--- src/rtl/audio_mem_engine.sv ---
// audio_mem_engine: AC97 sample packer/unpacker for banked ZBT memory.
// Define AUDIO_MEM_SAT_EN to saturate the overdub mix instead of wrapping.
module audio_mem_engine #(
  parameter int SAMPLE_W  = 12,
  parameter int SPW       = 3,
  parameter int NUM_BANKS = 2
) (
  input  logic                              clk,
  input  logic                              reset,
  input  logic                              ready,
  input  logic [SAMPLE_W-1:0]               audio_in,
  input  logic                              start_song,
  input  logic [3:0]                        song_choice,
  input  logic [1:0]                        mode,
  input  logic                              pause_song,
  input  logic                              song_done,
  input  logic [NUM_BANKS*SAMPLE_W*SPW-1:0] mem_read,
  output logic [SAMPLE_W*SPW-1:0]           mem_write,
  output logic [NUM_BANKS-1:0]              we,
  output logic                              word_strobe,
  output logic [SAMPLE_W-1:0]               audio_out
);

  localparam int WORD_W = SAMPLE_W * SPW;
  localparam int BSEL_W = (NUM_BANKS > 1) ? $clog2(NUM_BANKS) : 1;
  localparam int SLOT_W = (SPW > 1) ? $clog2(SPW) : 1;

  typedef enum logic [1:0] {IDLE, RUN, PAUSED, DONE} state_t;

  state_t              state, state_nx;
  logic [SLOT_W-1:0]   slot;
  logic [WORD_W-1:0]   pack, play_word;
  logic [1:0]          mode_q;
  logic [BSEL_W-1:0]   bank_q;

  logic                tick, last, bank_ok;
  logic                rec, dub;
  logic [WORD_W-1:0]   pb_shift, rd_word, word_nx;
  logic [SAMPLE_W-1:0] pb_s, mix, out_s, stored;
  logic [SAMPLE_W:0]   sum;
  logic                unused_sc;

  assign unused_sc = ^song_choice;

  assign tick = (state == RUN) && ready && !pause_song
              && !song_done && !start_song;
  assign last    = (slot == SLOT_W'(SPW - 1));
  assign bank_ok = (int'(bank_q) < NUM_BANKS);
  assign rec     = (mode_q == 2'b01);
  assign dub     = (mode_q == 2'b10);

  assign pb_shift = play_word << (int'(slot) * SAMPLE_W);
  assign pb_s     = pb_shift[WORD_W-1 -: SAMPLE_W];
  assign sum      = {pb_s[SAMPLE_W-1], pb_s}
                  + {audio_in[SAMPLE_W-1], audio_in};
  assign word_nx  = (pack << SAMPLE_W) | WORD_W'(stored);

  // Overdub mix: clamp on signed overflow when enabled, else wrap
  always_comb begin
`ifdef AUDIO_MEM_SAT_EN
    if (sum[SAMPLE_W] != sum[SAMPLE_W-1])
      mix = {sum[SAMPLE_W], {(SAMPLE_W-1){~sum[SAMPLE_W]}}};
    else
      mix = sum[SAMPLE_W-1:0];
`else
    mix = sum[SAMPLE_W-1:0];
`endif
  end

  // Select speaker sample and the sample to be stored for this tick
  always_comb begin
    out_s  = pb_s;
    stored = audio_in;
    unique case (1'b1)
      rec:     out_s = audio_in;
      dub: begin
        out_s  = mix;
        stored = mix;
      end
      default: out_s = pb_s;
    endcase
  end

  // Read word of the latched bank; out-of-range banks read as zero
  always_comb begin
    rd_word = '0;
    for (int b = 0; b < NUM_BANKS; b++)
      if (bank_q == BSEL_W'(b))
        rd_word = mem_read[b*WORD_W +: WORD_W];
  end

  // Next state; a restart overrides everything else
  always_comb begin
    state_nx = state;
    case (state)
      IDLE:    state_nx = IDLE;
      RUN: begin
        if (pause_song)     state_nx = PAUSED;
        else if (song_done) state_nx = DONE;
      end
      PAUSED:  if (!pause_song) state_nx = RUN;
      DONE:    state_nx = DONE;
      default: state_nx = IDLE;
    endcase
    if (start_song) state_nx = RUN;
  end

  // State register
  always_ff @(posedge clk) begin
    if (reset) state <= IDLE;
    else       state <= state_nx;
  end

  // Slot, packing, playback word and write/strobe pulses
  always_ff @(posedge clk) begin
    if (reset) begin
      slot        <= '0;
      pack        <= '0;
      play_word   <= '0;
      mem_write   <= '0;
      we          <= '0;
      word_strobe <= 1'b0;
      audio_out   <= '0;
      mode_q      <= 2'b00;
      bank_q      <= '0;
    end else begin
      we          <= '0;
      word_strobe <= 1'b0;
      if (start_song) begin
        slot      <= '0;
        pack      <= '0;
        play_word <= '0;
        mode_q    <= mode;
        bank_q    <= song_choice[3 -: BSEL_W];
      end else if (tick) begin
        slot      <= last ? '0 : slot + 1'b1;
        audio_out <= bank_ok ? out_s : '0;
        if (rec || dub) pack <= word_nx;
        if (last) begin
          play_word   <= rd_word;
          word_strobe <= 1'b1;
          if (rec || dub) begin
            mem_write <= word_nx;
            if (bank_ok) we <= NUM_BANKS'(1) << bank_q;
          end
        end
      end
    end
  end

endmodule

--- config.mk ---
export PLATFORM = sky130hd
export DESIGN_NAME = audio_mem_engine
export DESIGN_NICKNAME = d
export VERILOG_FILES = /design/src/rtl/audio_mem_engine.sv
export SDC_FILE = /design/constraint.sdc
export NUM_CORES = 1
export LEC_CHECK = 0
export BUFFER_PORTS_ARGS = -buffer_cell sky130_fd_sc_hd__buf_4
export CAP_MARGIN = 20
export CORE_ASPECT_RATIO = 0.7
export CORE_MARGIN = 8
export CORE_UTILIZATION = 25
export CTS_BUF_LIST = sky130_fd_sc_hd__clkbuf_8
export DETAILED_ROUTE_END_ITERATION = 6
export HOLD_SLACK_MARGIN = 0.02
export MAX_ROUTING_LAYER = met4
export PLACE_DENSITY_LB_ADDON = 0.1
export SYNTH_ARGS = -nofsm -noshare
export SYNTH_HDL_FRONTEND = slang
export SYNTH_SLANG_ARGS = --single-unit
--- constraint.sdc ---
create_clock -name clk -period 5.22 [get_ports clk]
set_input_delay 1.044 -clock clk [delete_from_list [all_inputs] [get_ports clk]]
set_output_delay 1.044 -clock clk [all_outputs]
set_load 0.005 [all_outputs]
==> impl_metrics.env, run 1 <==
export IMPL_cp_required_ns=5.59
export IMPL_yosys_warnings=0
export IMPL_slowest_delay_ns=0.74
export IMPL_synth_simple_area_share_pct=16.22
export IMPL_worstPathArrival_ns=4.92
export IMPL_worst_pin_slew_ns=0.8962
export IMPL_worst_path_max_delay_cell="a211oi_1"
export IMPL_pre_cts_ws_ns=0.7641
export IMPL_seq_area_frac_synth_pct=38.32
export IMPL_p_clk_share_pct=41.3
export IMPL_stdcell_count=1167
export IMPL_n_fill_cell=2614
export IMPL_outcome="finished clean"
export IMPL_timing_critical_path_fanout_max=14
export IMPL_combPwrFrac_pct=9.7
export IMPL_place_area_um2=7530
export IMPL_hold_class="flop to flop"
export IMPL_fin_ws_ns=0.6621
export IMPL_grt_pass1_vias=5799
export IMPL_synth_seq_cells=118
export IMPL_cts_sinks=118
export IMPL_swShare_pct=26.62
export IMPL_syn_instance_count=707
export IMPL_synth_adder_area_share_pct=3.978
export IMPL_netSwitchingPower_mw=0.4917
export IMPL_drv_cap=0
export IMPL_critPathLaunchType="flop"
export IMPL_synth_compound_area_share_pct=19.00
export IMPL_maxSlewViolCount=0
export IMPL_grt_max_degree=73
export IMPL_cts_path_max_buffers=2
export IMPL_synthMuxAreaShare_pct=17.15
export IMPL_viasPerCell=4.752
export IMPL_seqPwrFrac_pct=49.0
export IMPL_htreeDepth=4
export IMPL_final_cell_area_um2=7880
export IMPL_track_usage_pct=14.37
export IMPL_critPathBufInv=2
export IMPL_final_layout_size_suffix_gt1_share_pct=25.09
export IMPL_postRouteAntennaNets=0
export IMPL_endpoint_kind="flop"
export IMPL_place_congestion=0.7979
export IMPL_ctsHoldBuffers=0
export IMPL_post_cts_repair_setup_buffers=0
export IMPL_dp_cells=1135
export IMPL_power_internal_mw=1.356
export IMPL_cts_buffers_inserted=17
export IMPL_slew_headroom_pct=39.41
export IMPL_drt_first_pass_iters=4
export IMPL_fin_crit_sh_pct=87.32
export IMPL_crit_chain="inv_1 -> ha_1 -> buf_4 -> mux2i_1 -> o22a_1 -> a211oi_1 -> ha_1 -> a21oi_1 -> o211a_1 -> or4_1 -> and3_1 -> or4_1 -> nand3_1"
export IMPL_yosys_area_share_xor_xnor_pct=0.8524
export IMPL_clockRootBuffer="clkbuf_8"
export IMPL_clock_skew_ns=0.01253
export IMPL_antenna_found_initial=1
export IMPL_synth_ff_type="dfxtp_1"
export IMPL_dieHeight_um=147.4
export IMPL_area_delta_synth_final_pct=27.83
export IMPL_syn_cell_area_um2=6165
export IMPL_grt_overflow_total=0
export IMPL_fin_tns_setup_ns=0
export IMPL_clk_pin_slew_worst_paths_ns=0.07
export IMPL_vdd_drop_max_v=0.0001443
export IMPL_grt_pass1_wl_mm=33.04
export IMPL_wl_mm=20.92
export IMPL_critical_path_class="flop to flop"
export IMPL_drtIter0Drc=293
export IMPL_io_buffer_count=143
export IMPL_syn_nets=822
export IMPL_die_x_um=203.7
export IMPL_hold_slack_ns=0.4481
export IMPL_avgSynthCellArea_um2=8.719
export IMPL_hold_viol=0
export IMPL_rsz0062_at_grt="false"
export IMPL_synth_distinct_cells=56
export IMPL_clk_latency_ns=0.43
export IMPL_drc_errors=0
export IMPL_start_util_pct=25.22
export IMPL_vias=5546
export IMPL_final_util_pct=32.24
export IMPL_layout_common_cells="buf_4 (157), dfxtp_1 (117), nand2_1 (96)"
export IMPL_synth_edf_count=0
export IMPL_setup_violations=0
export IMPL_dieArea_um2=30020
export IMPL_wl_per_cell_um=17.93
export IMPL_synth_async_reset_ratio_pct=0
export IMPL_power_leakage_nw=2.846
export IMPL_ioPinCount=147
export IMPL_cts_resized=0
export IMPL_fp_coreArea_um2=24440
export IMPL_rows=48
export IMPL_finalCriticalPeriod_ns=4.558
export IMPL_final_common_cell="buf_4"
export IMPL_finalNetCount=944
export IMPL_synth_top_family_by_area="compound AO/OA/AOI/OAI gates"
export IMPL_place_hpwl_mm=16.04
export IMPL_cts_tree="yes"
export IMPL_critPathTopFamily="simple AND/OR/NAND/NOR gates"
export IMPL_fmax_mhz=219.4
export IMPL_power_density_nw_per_um2=234.4
export IMPL_power_mw=1.847
[flip-flops by register name, summed over array words and instances, names as in the netlist]
name         flops
play_word       36
bank_q           1
audio_out       12
mode_q           2
word_strobe      1
we               2
pack            24
mem_write       36
slot             2
state            2
[worst paths after layout]
kind / from / end / slack [ns] / cells after the start
worst min register to register: bank_q$_SDFFE_PP0P_ / we[0]$_SDFF_PP0_ / 0.45 / 1
worst max-delay path: slot[1]$_SDFFE_PP0P_ / mem_write[11]$_SDFFE_PP0P_ / 0.66 / 13
worst min-delay path: bank_q$_SDFFE_PP0P_ / we[0]$_SDFF_PP0_ / 0.45 / 1
worst max register to register: slot[1]$_SDFFE_PP0P_ / mem_write[11]$_SDFFE_PP0P_ / 0.66 / 13
[cell usage after synthesis (2+ instances only)]
cell / number / area (µm²)
dfxtp_1: 118 / 2362
nand2_1: 96 / 360.4
nor2_1: 82 / 307.8
mux2i_1: 73 / 730.7
a21oi_1: 58 / 290.3
a211oi_1: 55 / 412.9
clkbuf_1: 36 / 135.1
ha_1: 18 / 225.2
o21ai_0: 17 / 85.08
mux4_2: 14 / 315.3
inv_1: 13 / 48.80
buf_2: 11 / 55.05
nand3_1: 11 / 55.05
nor3_1: 10 / 50.05
a31oi_1: 8 / 50.05
buf_1: 6 / 22.52
or3_1: 6 / 37.54
a21o_1: 5 / 37.54
a221oi_1: 5 / 43.79
nand2b_1: 5 / 31.28
o22ai_1: 5 / 31.28
and3_1: 4 / 25.02
xnor2_1: 4 / 35.03
a2111oi_0: 3 / 26.28
nor2b_1: 3 / 18.77
o211ai_1: 3 / 22.52
o31ai_1: 3 / 22.52
or4_1: 3 / 22.52
o2111a_1: 2 / 22.52
o21bai_1: 2 / 15.01
o31a_1: 2 / 17.52
xor2_1: 2 / 17.52
[cell type report]
cell class	instances	area (µm²)	area share, %
diodes	1	2.502	0.03176
clock buffers	17	234.0	2.969
clock inverters	14	113.9	1.445
inverters	14	52.55	0.6669
multi-input cells	521	3528	44.78
flip-flops and latches	118	2364	29.99
well taps	325	406.6	5.160
repair buffers	157	1179	14.96
[routing by layer]
| metal | up-vias | wire [µm] | track usage, % |
|---|---|---|---|
| met2 | 118 | 8930 | 20.64 |
| met1 | 2621 | 10820 | 20.39 |
| li1 | 2798 | - | - |
| met4 | 0 | 168 | 3.110 |
| met3 | 9 | 1003 | 2.952 |
| met5 | - | 0 | - |
[power by group through the flow]
stage | sequential, mW | combinational (mW) | clock, mW
3_5_place_dp | 0.927 | 0.182 | 0
4_1_cts | 0.906 | 0.182 | 0.792
3_3_place_gp | 0.927 | 0.179 | 0
5_1_grt | 0.906 | 0.197 | 0.842
6_report | 0.906 | 0.178 | 0.763
2_1_floorplan | 0.926 | 0.0914 | 0
[cell families after synthesis]
| logic type | Yosys count |
|---|---|
| adder cells (fa/ha/maj) | 19 |
| AO/OA/AOI/OAI | 179 |
| XOR/XNOR | 6 |
| flip-flops | 118 |
| multiplexers | 88 |
| AND/OR/NAND/NOR | 229 |
| buffers and inverters | 68 |
Note: power is estimated with default switching activity, not from simulation.
==> run 2: changes to the inputs <==
Settings changed: BUFFER_PORTS_ARGS -buffer_cell sky130_fd_sc_hd__buf_4 to -buffer_cell sky130_fd_sc_hd__buf_2.
==> run 2 against run 1 <==
  * Final area shrank 3.2%
  * Register-to-register slack better by 0.26 ns
  * Flip-flop and latch count did not move
  * Largest cell class unchanged
==> impl_metrics.env, run 2 (synthesis gave the netlist of run 1 again) <==
export IMPL_slowest_delay_ns=0.64
export IMPL_ctsHoldBuffers=0
export IMPL_n_fill_cell=2641
export IMPL_cts_path_max_buffers=2
export IMPL_slew_headroom_pct=34.30
export IMPL_wl_mm=20.60
export IMPL_grt_max_degree=73
export IMPL_cts_sinks=118
export IMPL_vdd_drop_max_v=0.0001631
export IMPL_critPathTopFamily="simple AND/OR/NAND/NOR gates"
export IMPL_finalCriticalPeriod_ns=4.294
export IMPL_worstPathArrival_ns=4.66
export IMPL_vias=5485
export IMPL_reg_top3="mem_write x36, play_word x36, pack x24"
export IMPL_drt_first_pass_iters=6
export IMPL_grt_pass1_wl_mm=32.48
export IMPL_drc_errors=0
export IMPL_critPathBufInv=2
export IMPL_swShare_pct=25.11
export IMPL_start_util_pct=25.22
export IMPL_place_hpwl_mm=15.53
export IMPL_hold_viol=0
export IMPL_fp_coreArea_um2=24440
export IMPL_endpoint_kind="flop"
export IMPL_drtIter0Drc=302
export IMPL_netSwitchingPower_mw=0.5163
export IMPL_hold_class="flop to flop"
export IMPL_worst_path_max_delay_cell="or4_1"
export IMPL_worst_r2r_setup_slack_ns=0.93
export IMPL_fin_crit_sh_pct=82.26
export IMPL_area_delta_synth_final_pct=23.75
export IMPL_viasPerCell=4.700
export IMPL_clock_skew_ns=0.01467
export IMPL_cts_buffers_inserted=17
export IMPL_setup_violations=0
export IMPL_worst_pin_slew_ns=0.9856
export IMPL_combPwrFrac_pct=7.7
export IMPL_final_common_cell="buf_2"
export IMPL_fmax_mhz=232.9
export IMPL_track_usage_pct=14.15
export IMPL_rows=48
export IMPL_power_mw=2.056
export IMPL_die_x_um=203.7
export IMPL_rsz0062_at_grt="false"
export IMPL_maxSlewViolCount=0
export IMPL_final_layout_size_suffix_gt1_share_pct=24.97
export IMPL_cp_required_ns=5.59
export IMPL_dieArea_um2=30020
export IMPL_cts_resized=0
export IMPL_antenna_found_initial=1
export IMPL_place_congestion=0.8138
export IMPL_wl_per_cell_um=17.65
export IMPL_power_internal_mw=1.540
export IMPL_timing_critical_path_fanout_max=31
export IMPL_post_cts_repair_setup_buffers=0
export IMPL_p_clk_share_pct=48.2
export IMPL_power_density_nw_per_um2=269.5
export IMPL_dieHeight_um=147.4
export IMPL_fin_tns_setup_ns=0
export IMPL_clk_pin_slew_worst_paths_ns=0.08
export IMPL_critPathLaunchType="flop"
export IMPL_io_buffer_count=143
export IMPL_grt_pass1_vias=5464
export IMPL_clk_latency_ns=0.44
export IMPL_outcome="finished clean"
export IMPL_critical_path_class="flop to flop"
export IMPL_cts_tree="yes"
export IMPL_layout_common_cells="buf_2 (143), dfxtp_1 (117), nand2_1 (96)"
export IMPL_postRouteAntennaNets=0
export IMPL_grt_overflow_total=0
export IMPL_crit_chain="inv_1 -> ha_1 -> buf_4 -> mux2i_1 -> mux4_2 -> o21ai_0 -> ha_1 -> nand4_1 -> or4_1 -> and3_1 -> or4_1 -> nand3_1"
export IMPL_htreeDepth=4
export IMPL_clockRootBuffer="clkbuf_8"
export IMPL_drv_cap=0
export IMPL_ioPinCount=147
export IMPL_power_leakage_nw=2.822
export IMPL_finalNetCount=943
export IMPL_seqPwrFrac_pct=44.0
==> run 2: changes by cell type in the layout (fill, tap and decap cells not counted), sizes merged <==
cell      change
bufinv        +4
clkinv        -3
clkinvlp      -2
inv           +2
buf           -1
==> run 2: area by class of cell <==
class	count	area [µm²]	share of cell area [%]
diodes	1	2.502	0.03280
clock buffers	17	234.0	3.067
clock inverters	15	227.7	2.985
inverters	14	52.55	0.6889
multi-input cells	521	3528	46.25
flip-flops and latches	118	2364	30.98
well taps	325	406.6	5.330
repair buffers	156	813.3	10.66
==> run 2: per-layer routing <==
metal / global-route usage [%] / share of wire, % / up-vias
met3: 3.193 / 4.3 / 5
met5: - / 0 / -
met1: 21.02 / 54 / 2562
met2: 19.10 / 41 / 117
met4: 2.712 / 0.60 / 0
li1: - / - / 2801
==> run 2: worst paths after layout <==
path                                           start                         end  cells after the start
worst min register to register   bank_q$_SDFFE_PP0P_            we[0]$_SDFF_PP0_                      1
worst max-delay path            slot[1]$_SDFFE_PP0P_  mem_write[11]$_SDFFE_PP0P_                     12
worst max register to register  slot[1]$_SDFFE_PP0P_  mem_write[11]$_SDFFE_PP0P_                     12
worst min-delay path             bank_q$_SDFFE_PP0P_            we[0]$_SDFF_PP0_                      1
==> run 2: per-stage QoR <==
step	instances	utilization (%)	area, µm²	hold WS (ns)	setup WS (ns)
floorplan	707	-	6165	0.4321	1.199
global placement	1134	29.31	7164	0.4376	0.9862
detailed placement	1134	29.31	7164	0.4410	0.9616
CTS	1166	31.20	7626	0.4487	0.9245
global route	1167	31.21	7629	0.4560	0.5881
finish	1167	31.21	7629	0.4417	0.9258
==> run 2: power by group through the flow <==
| stage | Clock [mW] | Combinational [mW] | Sequential, mW |
|---|---|---|---|
| 4_1_cts | 1.03 | 0.163 | 0.906 |
| 3_3_place_gp | 0 | 0.164 | 0.927 |
| 6_report | 0.991 | 0.159 | 0.906 |
| 5_1_grt | 1.07 | 0.179 | 0.906 |
| 3_5_place_dp | 0 | 0.163 | 0.927 |
| 2_1_floorplan | 0 | 0.0914 | 0.926 |
==> run 2: worst reg2reg max path: cells and delay by family, from the launching register on <==
kind	cells	cell delay, ns
AO/OA/AOI/OAI	1	0.37
multiplexers	2	0.70
adder cells (fa/ha/maj)	2	0.60
AND/OR/NAND/NOR	5	1.69
flip-flops	1	0.41
buffers and inverters	2	0.48
==> run 3: changes to the inputs <==
Clock period 5.22 ns to 3.8 ns, I/O delays scaled along.
==> run 3 against run 2 <==
  * Final area rose by 5.8%
  * Non-clock buffer count rose by 35
  * Flip-flop and latch count did not move
  * Sequential share of layout area fell by 1.7 points
  * Total power rose by 39%
  * Register-to-register slack got worse by 0.82 ns
  * Hold slack improved by 0.0068 ns
  * Critical path type unchanged
  * Core utilization rose by 1.8 points
  * Wire length rose by 3.1%
==> impl_metrics.env, run 3 (synthesis gave the netlist of run 1 again) <==
export IMPL_rows=48
export IMPL_cp_common_cell="ha_1"
export IMPL_endpoint_kind="flop"
export IMPL_reg_top3="mem_write x36, play_word x36, pack x24"
export IMPL_area_delta_synth_final_pct=30.89
export IMPL_antenna_found_initial=2
export IMPL_dieArea_um2=30020
export IMPL_start_util_pct=25.22
export IMPL_cts_path_max_buffers=2
export IMPL_postRouteAntennaNets=0
export IMPL_place_congestion=0.8154
export IMPL_fp_coreArea_um2=24440
export IMPL_crit_chain="inv_1 -> ha_1 -> buf_12 -> mux2i_1 -> mux4_2 -> nor2_4 -> ha_1 -> buf_4 -> a21oi_1 -> o211a_1 -> or4_4 -> and3_4 -> or4_1 -> nand3_1"
export IMPL_power_leakage_nw=3.010
export IMPL_final_cell_area_um2=8069
export IMPL_maxSlewViolCount=0
export IMPL_vias=5587
export IMPL_critPathLaunchType="flop"
export IMPL_worst_pin_slew_ns=0.9145
export IMPL_drtIter0Drc=348
export IMPL_drc_errors=0
export IMPL_slowest_delay_ns=0.52
export IMPL_finalNetCount=978
export IMPL_clockRootBuffer="clkbuf_8"
export IMPL_rsz0062_at_grt="true"
export IMPL_grt_pass1_vias=5602
export IMPL_power_density_nw_per_um2=354.6
export IMPL_htreeDepth=4
export IMPL_final_common_cell="buf_2"
export IMPL_clk_latency_ns=0.44
export IMPL_vdd_drop_max_v=0.0001792
export IMPL_worstPathArrival_ns=4.07
export IMPL_place_area_um2=7455
export IMPL_cp_required_ns=4.18
export IMPL_place_hpwl_mm=16.12
export IMPL_power_mw=2.861
export IMPL_grt_max_degree=73
export IMPL_finalCriticalPeriod_ns=3.689
export IMPL_final_layout_size_suffix_gt1_share_pct=30.40
export IMPL_wl_per_cell_um=17.67
export IMPL_drv_cap=0
export IMPL_critPathTopFamily="simple AND/OR/NAND/NOR gates"
export IMPL_grt_overflow_total=0
export IMPL_dieHeight_um=147.4
export IMPL_fin_tns_setup_ns=0
export IMPL_clock_skew_ns=0.01625
export IMPL_fin_crit_sh_pct=97.09
export IMPL_viasPerCell=4.648
export IMPL_slew_headroom_pct=39.03
export IMPL_timing_critical_path_fanout_max=14
export IMPL_final_util_pct=33.01
export IMPL_outcome="finished clean"
export IMPL_cts_tree="yes"
export IMPL_cts_sinks=118
export IMPL_setup_violations=0
export IMPL_worst_path_max_delay_cell="mux4_2"
export IMPL_drt_first_pass_iters=4
export IMPL_hold_class="flop to flop"
export IMPL_layout_common_cells="buf_2 (143), dfxtp_1 (117), nand2_1 (96)"
export IMPL_track_usage_pct=14.58
export IMPL_ioPinCount=147
export IMPL_critPathBufInv=3
export IMPL_clk_pin_slew_worst_paths_ns=0.08
export IMPL_critical_path_class="flop to flop"
export IMPL_fmax_mhz=271.1
export IMPL_wl_mm=21.24
export IMPL_cts_buffers_inserted=17
export IMPL_grt_pass1_wl_mm=33.43
export IMPL_ctsHoldBuffers=0
export IMPL_die_x_um=203.7
export IMPL_io_buffer_count=143
export IMPL_hold_viol=0
==> run 3: area by class of cell <==
type / count / area, µm²
diodes: 2 / 5.005
clock buffers: 18 / 247.7
clock inverters: 13 / 220.2
fillers: 2571 / 16370
inverters: 14 / 52.55
multi-input cells: 521 / 3672
flip-flops and latches: 118 / 2364
well taps: 325 / 406.6
repair buffers: 191 / 1101
==> run 3: timing repair <==
action / CTS / global route
setup endpoints to repair: 5 / 10
pin swaps: 0 / 2
buffers inserted: 0 / 1
resized for setup: 3 / 21
==> run 3: through the flow <==
| step | instances | hold WS [ns] | worst slack (ns) |
|---|---|---|---|
| after detailed placement | 1168 | 0.4450 | 0.02796 |
| final | 1202 | 0.4484 | 0.1107 |
| after floorplan | 707 | 0.4321 | 0.0006817 |
| after global placement | 1168 | 0.4436 | 0.03500 |
| after global routing | 1202 | 0.4588 | -0.02760 |
| after CTS | 1199 | 0.4463 | 0.02390 |
==> run 3: final timing paths <==
path,start,end,slack [ns],cells after the start
setup reg to reg,slot[0]$_SDFFE_PP0P_,mem_write[11]$_SDFFE_PP0P_,0.11,14
hold reg to reg,pack[21]$_SDFFE_PP0P_,mem_write[33]$_SDFFE_PP0P_,0.45,2
setup / recovery,slot[0]$_SDFFE_PP0P_,mem_write[11]$_SDFFE_PP0P_,0.11,14
hold / removal,pack[21]$_SDFFE_PP0P_,mem_write[33]$_SDFFE_PP0P_,0.45,2
==> run 3: report_power, final <==
| part | switching, mW | internal, mW |
|---|---|---|
| Combinational | 0.130 | 0.100 |
| Clock | 0.571 | 0.808 |
| Sequential | 0.0119 | 1.24 |
==> run 3: tightest hold or removal path, delay by kind of cell (launching register included) <==
kind | cells | cell delay [ns]
and+or+nand+nor | 1 | 0.05
DFF | 1 | 0.31
AOI/OAI and AO/OA | 1 | 0.05
==> run 3: per-layer routing <==
metal  vias up  track usage [%]  wire (µm)
met1      2583            22.16      11790
met4         0            3.038        112
met5         -                -          0
met2        90            19.20       8521
li1       2905                -          -
met3         9            2.952        815
